File: config.mk
export PLATFORM = sky130hd
export DESIGN_NAME = traffic_light_monitor
export DESIGN_NICKNAME = d
export VERILOG_FILES = /design/src/rtl/traffic_light_monitor.sv
export SDC_FILE = /design/constraint.sdc
export NUM_CORES = 1
export LEC_CHECK = 0
export ABC_AREA = 1
export BUFFER_PORTS_ARGS = -buffer_cell sky130_fd_sc_hd__buf_2
export CORE_MARGIN = 2
export CORE_UTILIZATION = 35
export CTS_CLUSTER_DIAMETER = 100
export DETAILED_ROUTE_END_ITERATION = 8
export GPL_ROUTABILITY_DRIVEN = 0
export GPL_TIMING_DRIVEN = 0
export HOLD_SLACK_MARGIN = 0.15
export PLACE_DENSITY_LB_ADDON = 0.2
export SLEW_MARGIN = 5
export SYNTH_ARGS = -nofsm -noshare
export SYNTH_HDL_FRONTEND = slang
export SYNTH_SLANG_ARGS = --single-unit
File: constraint.sdc
create_clock -name clk -period 1.7 [get_ports clk]
set_input_delay 0.17 -clock clk [delete_from_list [all_inputs] [get_ports clk]]
set_output_delay 0.17 -clock clk [all_outputs]
set_load 0.1 [all_outputs]
File: src/rtl/traffic_light_monitor.sv
// traffic_light_monitor
//   Watches the red/amber/green lamp outputs of the UK traffic-light
//   sequencer and decodes them into a phase code:
//   00 red, 01 red+amber, 10 green, 11 amber.
//   It checks that legal phases follow in order, flags illegal lamp
//   combinations, measures how long each phase lasts, and counts
//   completed light cycles. It runs in the sequencer's clock domain.
//
//   Optional feature: define TL_DWELL_CHECK_EN to build the dwell
//   timeout check. Without it, timeout_err is tied to 0.
//
// Ports
//   clk          rising-edge clock
//   rst          asynchronous, active-high reset
//   red/amber/green  lamp inputs, synchronous to clk
//   phase        decoded phase; meaningful only while phase_valid=1
//   phase_valid  monitor is locked to a legal phase
//   dwell        cycles the current phase has been held (saturating)
//   cycle_count  amber->red transitions seen (wraps)
//   seq_err      1-cycle pulse: legal phase arrived out of order
//   illegal_err  1-cycle pulse: illegal lamp combination
//   timeout_err  1-cycle pulse: phase held longer than MAX_DWELL
//   err_count    error events seen, saturating at 255
//
// States
//   SYNC  | not locked; waiting for a legal lamp code
//   TRACK | locked; following the phase order and measuring dwell

module traffic_light_monitor #(
    parameter int DWELL_W   = 8,
    parameter int CYC_W     = 8,
    parameter int MAX_DWELL = 16
) (
    input  logic               clk,
    input  logic               rst,
    input  logic               red,
    input  logic               amber,
    input  logic               green,
    output logic [1:0]         phase,
    output logic               phase_valid,
    output logic [DWELL_W-1:0] dwell,
    output logic [CYC_W-1:0]   cycle_count,
    output logic               seq_err,
    output logic               illegal_err,
    output logic               timeout_err,
    output logic [7:0]         err_count
);

    typedef enum logic {
        SYNC  = 1'b0,
        TRACK = 1'b1
    } state_t;

    localparam logic [DWELL_W-1:0] DWELL_MAX = '1;

    state_t             state, state_nx;
    logic               legal;
    logic [1:0]         code;
    logic [1:0]         phase_nx;
    logic               valid_nx;
    logic [DWELL_W-1:0] dwell_nx;
    logic [CYC_W-1:0]   cyc_nx;
    logic               seq_nx;
    logic               ill_nx;
    logic               to_nx;
    logic [7:0]         errc_nx;

    always_comb begin
        legal = 1'b1;
        code  = 2'b00;
        case ({red, amber, green})
            3'b100:  code = 2'b00;
            3'b110:  code = 2'b01;
            3'b001:  code = 2'b10;
            3'b010:  code = 2'b11;
            default: legal = 1'b0;
        endcase
    end

    always_comb begin
        state_nx = state;
        phase_nx = phase;
        valid_nx = phase_valid;
        dwell_nx = dwell;
        cyc_nx   = cycle_count;
        seq_nx   = 1'b0;
        ill_nx   = 1'b0;
        to_nx    = 1'b0;

        case (state)
            SYNC: begin
                if (legal) begin
                    phase_nx = code;
                    valid_nx = 1'b1;
                    dwell_nx = DWELL_W'(1);
                    state_nx = TRACK;
                end else begin
                    ill_nx = 1'b1;
                end
            end
            TRACK: begin
                if (!legal) begin
                    // Phase keeps its last value so it can still be read
                    // after losing lock; phase_valid tells it is stale.
                    ill_nx   = 1'b1;
                    valid_nx = 1'b0;
                    dwell_nx = '0;
                    state_nx = SYNC;
                end else if (code == phase) begin
                    if (dwell != DWELL_MAX) begin
                        dwell_nx = dwell + DWELL_W'(1);
                    end
`ifdef TL_DWELL_CHECK_EN
                    // dwell passes through MAX_DWELL only once per phase,
                    // so this fires once and never repeats while it saturates.
                    if (dwell == DWELL_W'(MAX_DWELL) && dwell != DWELL_MAX) begin
                        to_nx = 1'b1;
                    end
`endif
                end else begin
                    if (code != phase + 2'd1) begin
                        seq_nx = 1'b1;
                    end else if (phase == 2'b11) begin
                        cyc_nx = cycle_count + CYC_W'(1);
                    end
                    phase_nx = code;
                    dwell_nx = DWELL_W'(1);
                end
            end
            default: state_nx = SYNC;
        endcase

        // Simultaneous errors count as a single event.
        errc_nx = err_count;
        if ((seq_nx || ill_nx || to_nx) && err_count != 8'hFF) begin
            errc_nx = err_count + 8'd1;
        end
    end

    always_ff @(posedge clk or posedge rst) begin
        if (rst) begin
            state       <= SYNC;
            phase       <= 2'b00;
            phase_valid <= 1'b0;
            dwell       <= '0;
            cycle_count <= '0;
            seq_err     <= 1'b0;
            illegal_err <= 1'b0;
            timeout_err <= 1'b0;
            err_count   <= 8'd0;
        end else begin
            state       <= state_nx;
            phase       <= phase_nx;
            phase_valid <= valid_nx;
            dwell       <= dwell_nx;
            cycle_count <= cyc_nx;
            seq_err     <= seq_nx;
            illegal_err <= ill_nx;
            timeout_err <= to_nx;
            err_count   <= errc_nx;
        end
    end

endmodule

==> reports/metrics.cfg <==
[global_routing]
grt_pass1_wl_um = 6789
grt_max_degree = 31
grt_antenna_before_repair = 0
grt_usage_pct = 14.09
first_global_vias = 1432
grt_overflow = 0

[timing]
rsz0062_at_grt = no
max_slew_margin_pct = 25.07
layout_min_cycle_time_ns = 1.601
maxSlewViolCount = 0
post-route-period-util_pct = 94.16
clock.fmax_mhz = 624.7
finalHoldViolations = 0
setup_viol = 0
tightest_slew_ns = 1.117
fin_worst_skew_ns = 0.01021

[floorplanning]
die_x_um = 77.18
num_io_pins = 35
placeableCoreArea_mm2 = 0.005140
rows = 26
die_h_um = 77.18
start_util_pct = 36.47
die_area_mm2 = 0.005957

[logic_synthesis]
yosys-top-cells-count = nand2_1, dfrtp_1, nand3_1, inv_1
synth-edff-count = 0
async_flop_share_pct = 100.0
syn_area_mm2 = 0.001874
muxShareOfSynthArea_pct = 0
synthTopCellsByArea = dfrtp_1, nand2_1, nand3_1
post_synth.cell_area_avg_um2 = 8.405
yosys.area.top_type = dfrtp_1
ys.flop_type = dfrtp_1
synth_compound_area_share_pct = 5.140
ys_seq_elements = 30
syn_nets = 235
yosys.area_share.simple_pct = 34.58
synth-xor-area-share_pct = 7.944
syn_inst = 223
synth_top_area_share_pct = 40.05
synth_top_family_by_area = simple AND/OR/NAND/NOR gates
yosysMostFrequentCell = nand2_1
ys_seq_area_share_pct = 40.05
ys_warn_count = 0
synth_fa_ha_area_share_pct = 4.673
synth_cell_types = 30

[placed_design]
dp.cells = 326
hpwl_um = 2669
io_buffers = 33

[critical_path]
critPathArrivalTime_ns = 1.78
worstPathRequired_ns = 1.88
critPathLaunchType = register
cp_max_fo = 7
cp-end-kind = register
critPathKind = reg2reg

[detailed_routing]
ant_nets = 0
first_iter_violations = 73
vias = 1557
wl_per_cell_um = 11.09
drc_errors = 0
drt_wl_total_um = 3771
avgViaCountPerCell = 4.579
firstDrtPassIters = 6

[finish]
final_cells = 340
antenna_cells = 0
fillers = 544
layout.nets = 281
syn_to_final_growth_pct = 26.70
post-route-util_pct = 46.20
drive_above_1_share_pct = 40.37

[power_and_ir_drop]
peakVddDrop_uv = 1176
p_total_mw = 2.888
p_leak_nw = 1.158
power_density_mw_per_mm2 = 1216

[cts]
cts.sink_count = 30
clock_tree.buffer_depth = 2
ctsHtreeMaxLevel = 2
path_clk_slew_ns = 0.07
insertion_delay_ns = 0.29
clock_tree.root_cell = clkbuf_8
numCtsBuffers = 5
cts_tree = done

[flow_run]
timing.max_cap.violations = 0

[min_path]
worstHoldPathType = in2reg

[status]
status = finished, final reports clean

-- final cells by class --
type	count	area [um2]	area share (%)
Timing Repair Buffer	39	212.7	8.957
Buffer	4	38.79	1.633
Inverter	26	102.6	4.320
Clock buffer	6	82.58	3.477
Clock inverter	2	12.51	0.5269
Sequential cell	30	790.8	33.30
Tap cell	70	87.58	3.688
Multi-Input combinational cell	163	1047	44.10
-- logic make-up after synthesis --
family                     after synthesis
AOI/OAI and AO/OA                       13
xor gates and xnor gates                17
adders and majority gates                7
buffers and inverters                   30
DFF                                     30
other                                    1
and+or+nand+nor                        125
-- sequential cells by signal, summed over array words and instances, names as in the netlist --
signal / flops
phase_valid: 1
cycle_count: 8
seq_err: 1
illegal_err: 1
state: 1
dwell: 8
phase: 2
err_count: 8
-- power breakdown --
part	total, mW	switching [mW]	internal [mW]
registers	0.982	0.139	0.843
clock network	0.624	0.299	0.325
logic	1.28	1.01	0.272
-- repair_timing --
item | in CTS | in global routing
buffers inserted | 0 | 5
endpoints found under the setup margin | 0 | 13
hold buffers | 0 | 1
endpoints found under the hold margin | 0 | 30
gates resized for setup | 0 | 3
-- worst max-delay path, cell delays in order, from the launching register on --
cell     delay (ns)
dfrtp_4        0.51
ha_4           0.28
inv_2          0.03
nand3_2        0.06
nand3_2        0.12
nand3_2        0.13
nand2_4        0.09
buf_4          0.15
nand3_1        0.06
nand2_1        0.06
-- layer usage --
metal	up-vias	track usage [%]	part of all wire, %
li1	808	-	-
met1	715	18.55	48
met2	28	22.26	46
met3	6	3.176	3.9
met4	0	5.893	1.8
met5	-	0	0
-- cells in the final DEF, fill, tap and decap left out, types with 2 or more instances in the layout --
| cell type | n |
|---|---|
| buf_2 | 33 |
| buf_4 | 7 |
| clkbuf_8 | 6 |
| clkinv_1 | 2 |
| dfrtp_1 | 10 |
| dfrtp_2 | 14 |
| dfrtp_4 | 6 |
| ha_1 | 4 |
| ha_4 | 3 |
| inv_1 | 19 |
| inv_2 | 4 |
| nand2_1 | 57 |
| nand2_2 | 11 |
| nand2_4 | 2 |
| nand2_8 | 2 |
| nand3_1 | 23 |
| nand3_2 | 5 |
| nand3_4 | 2 |
| nand4_1 | 7 |
| nor2_1 | 11 |
| nor2_4 | 2 |
| nor3_1 | 2 |
| o21ai_0 | 2 |
| o21ai_2 | 7 |
| o21bai_1 | 2 |
| xnor2_1 | 6 |
| xor2_1 | 11 |
-- per-stage QoR --
step / setup slack, ns / TNS, ns / area [um2] / hold slack, ns
after floorplan: -0.02992 / -0.1613 / 1969 / 0.2600
after global placement: -0.2209 / -2.690 / 2222 / 0.4847
after detailed placement: -0.2204 / -2.601 / 2222 / 0.4881
after CTS: 0.05678 / 0 / 2317 / 0.2200
after global routing: 0.001958 / 0 / 2375 / 0.2293
final: 0.09931 / 0 / 2375 / 0.2288
-- worst paths after layout --
| kind | from | cells after the start | to | slack, ns |
|---|---|---|---|---|
| max | phase[1] | 9 | err_count[6] | 0.1 |
| min | amber | 3 | phase[0] | 0.23 |
| max reg2reg | phase[1] | 9 | err_count[6] | 0.1 |
| min reg2reg | cycle_count[3] | 1 | cycle_count[3] | 0.50 |
| max in group asynchronous | rst | 3 | dwell[0] | 0.52 |
| min in group asynchronous | rst | 3 | err_count[5] | 0.58 |
Note: power is estimated with default switching activity, not from simulation.
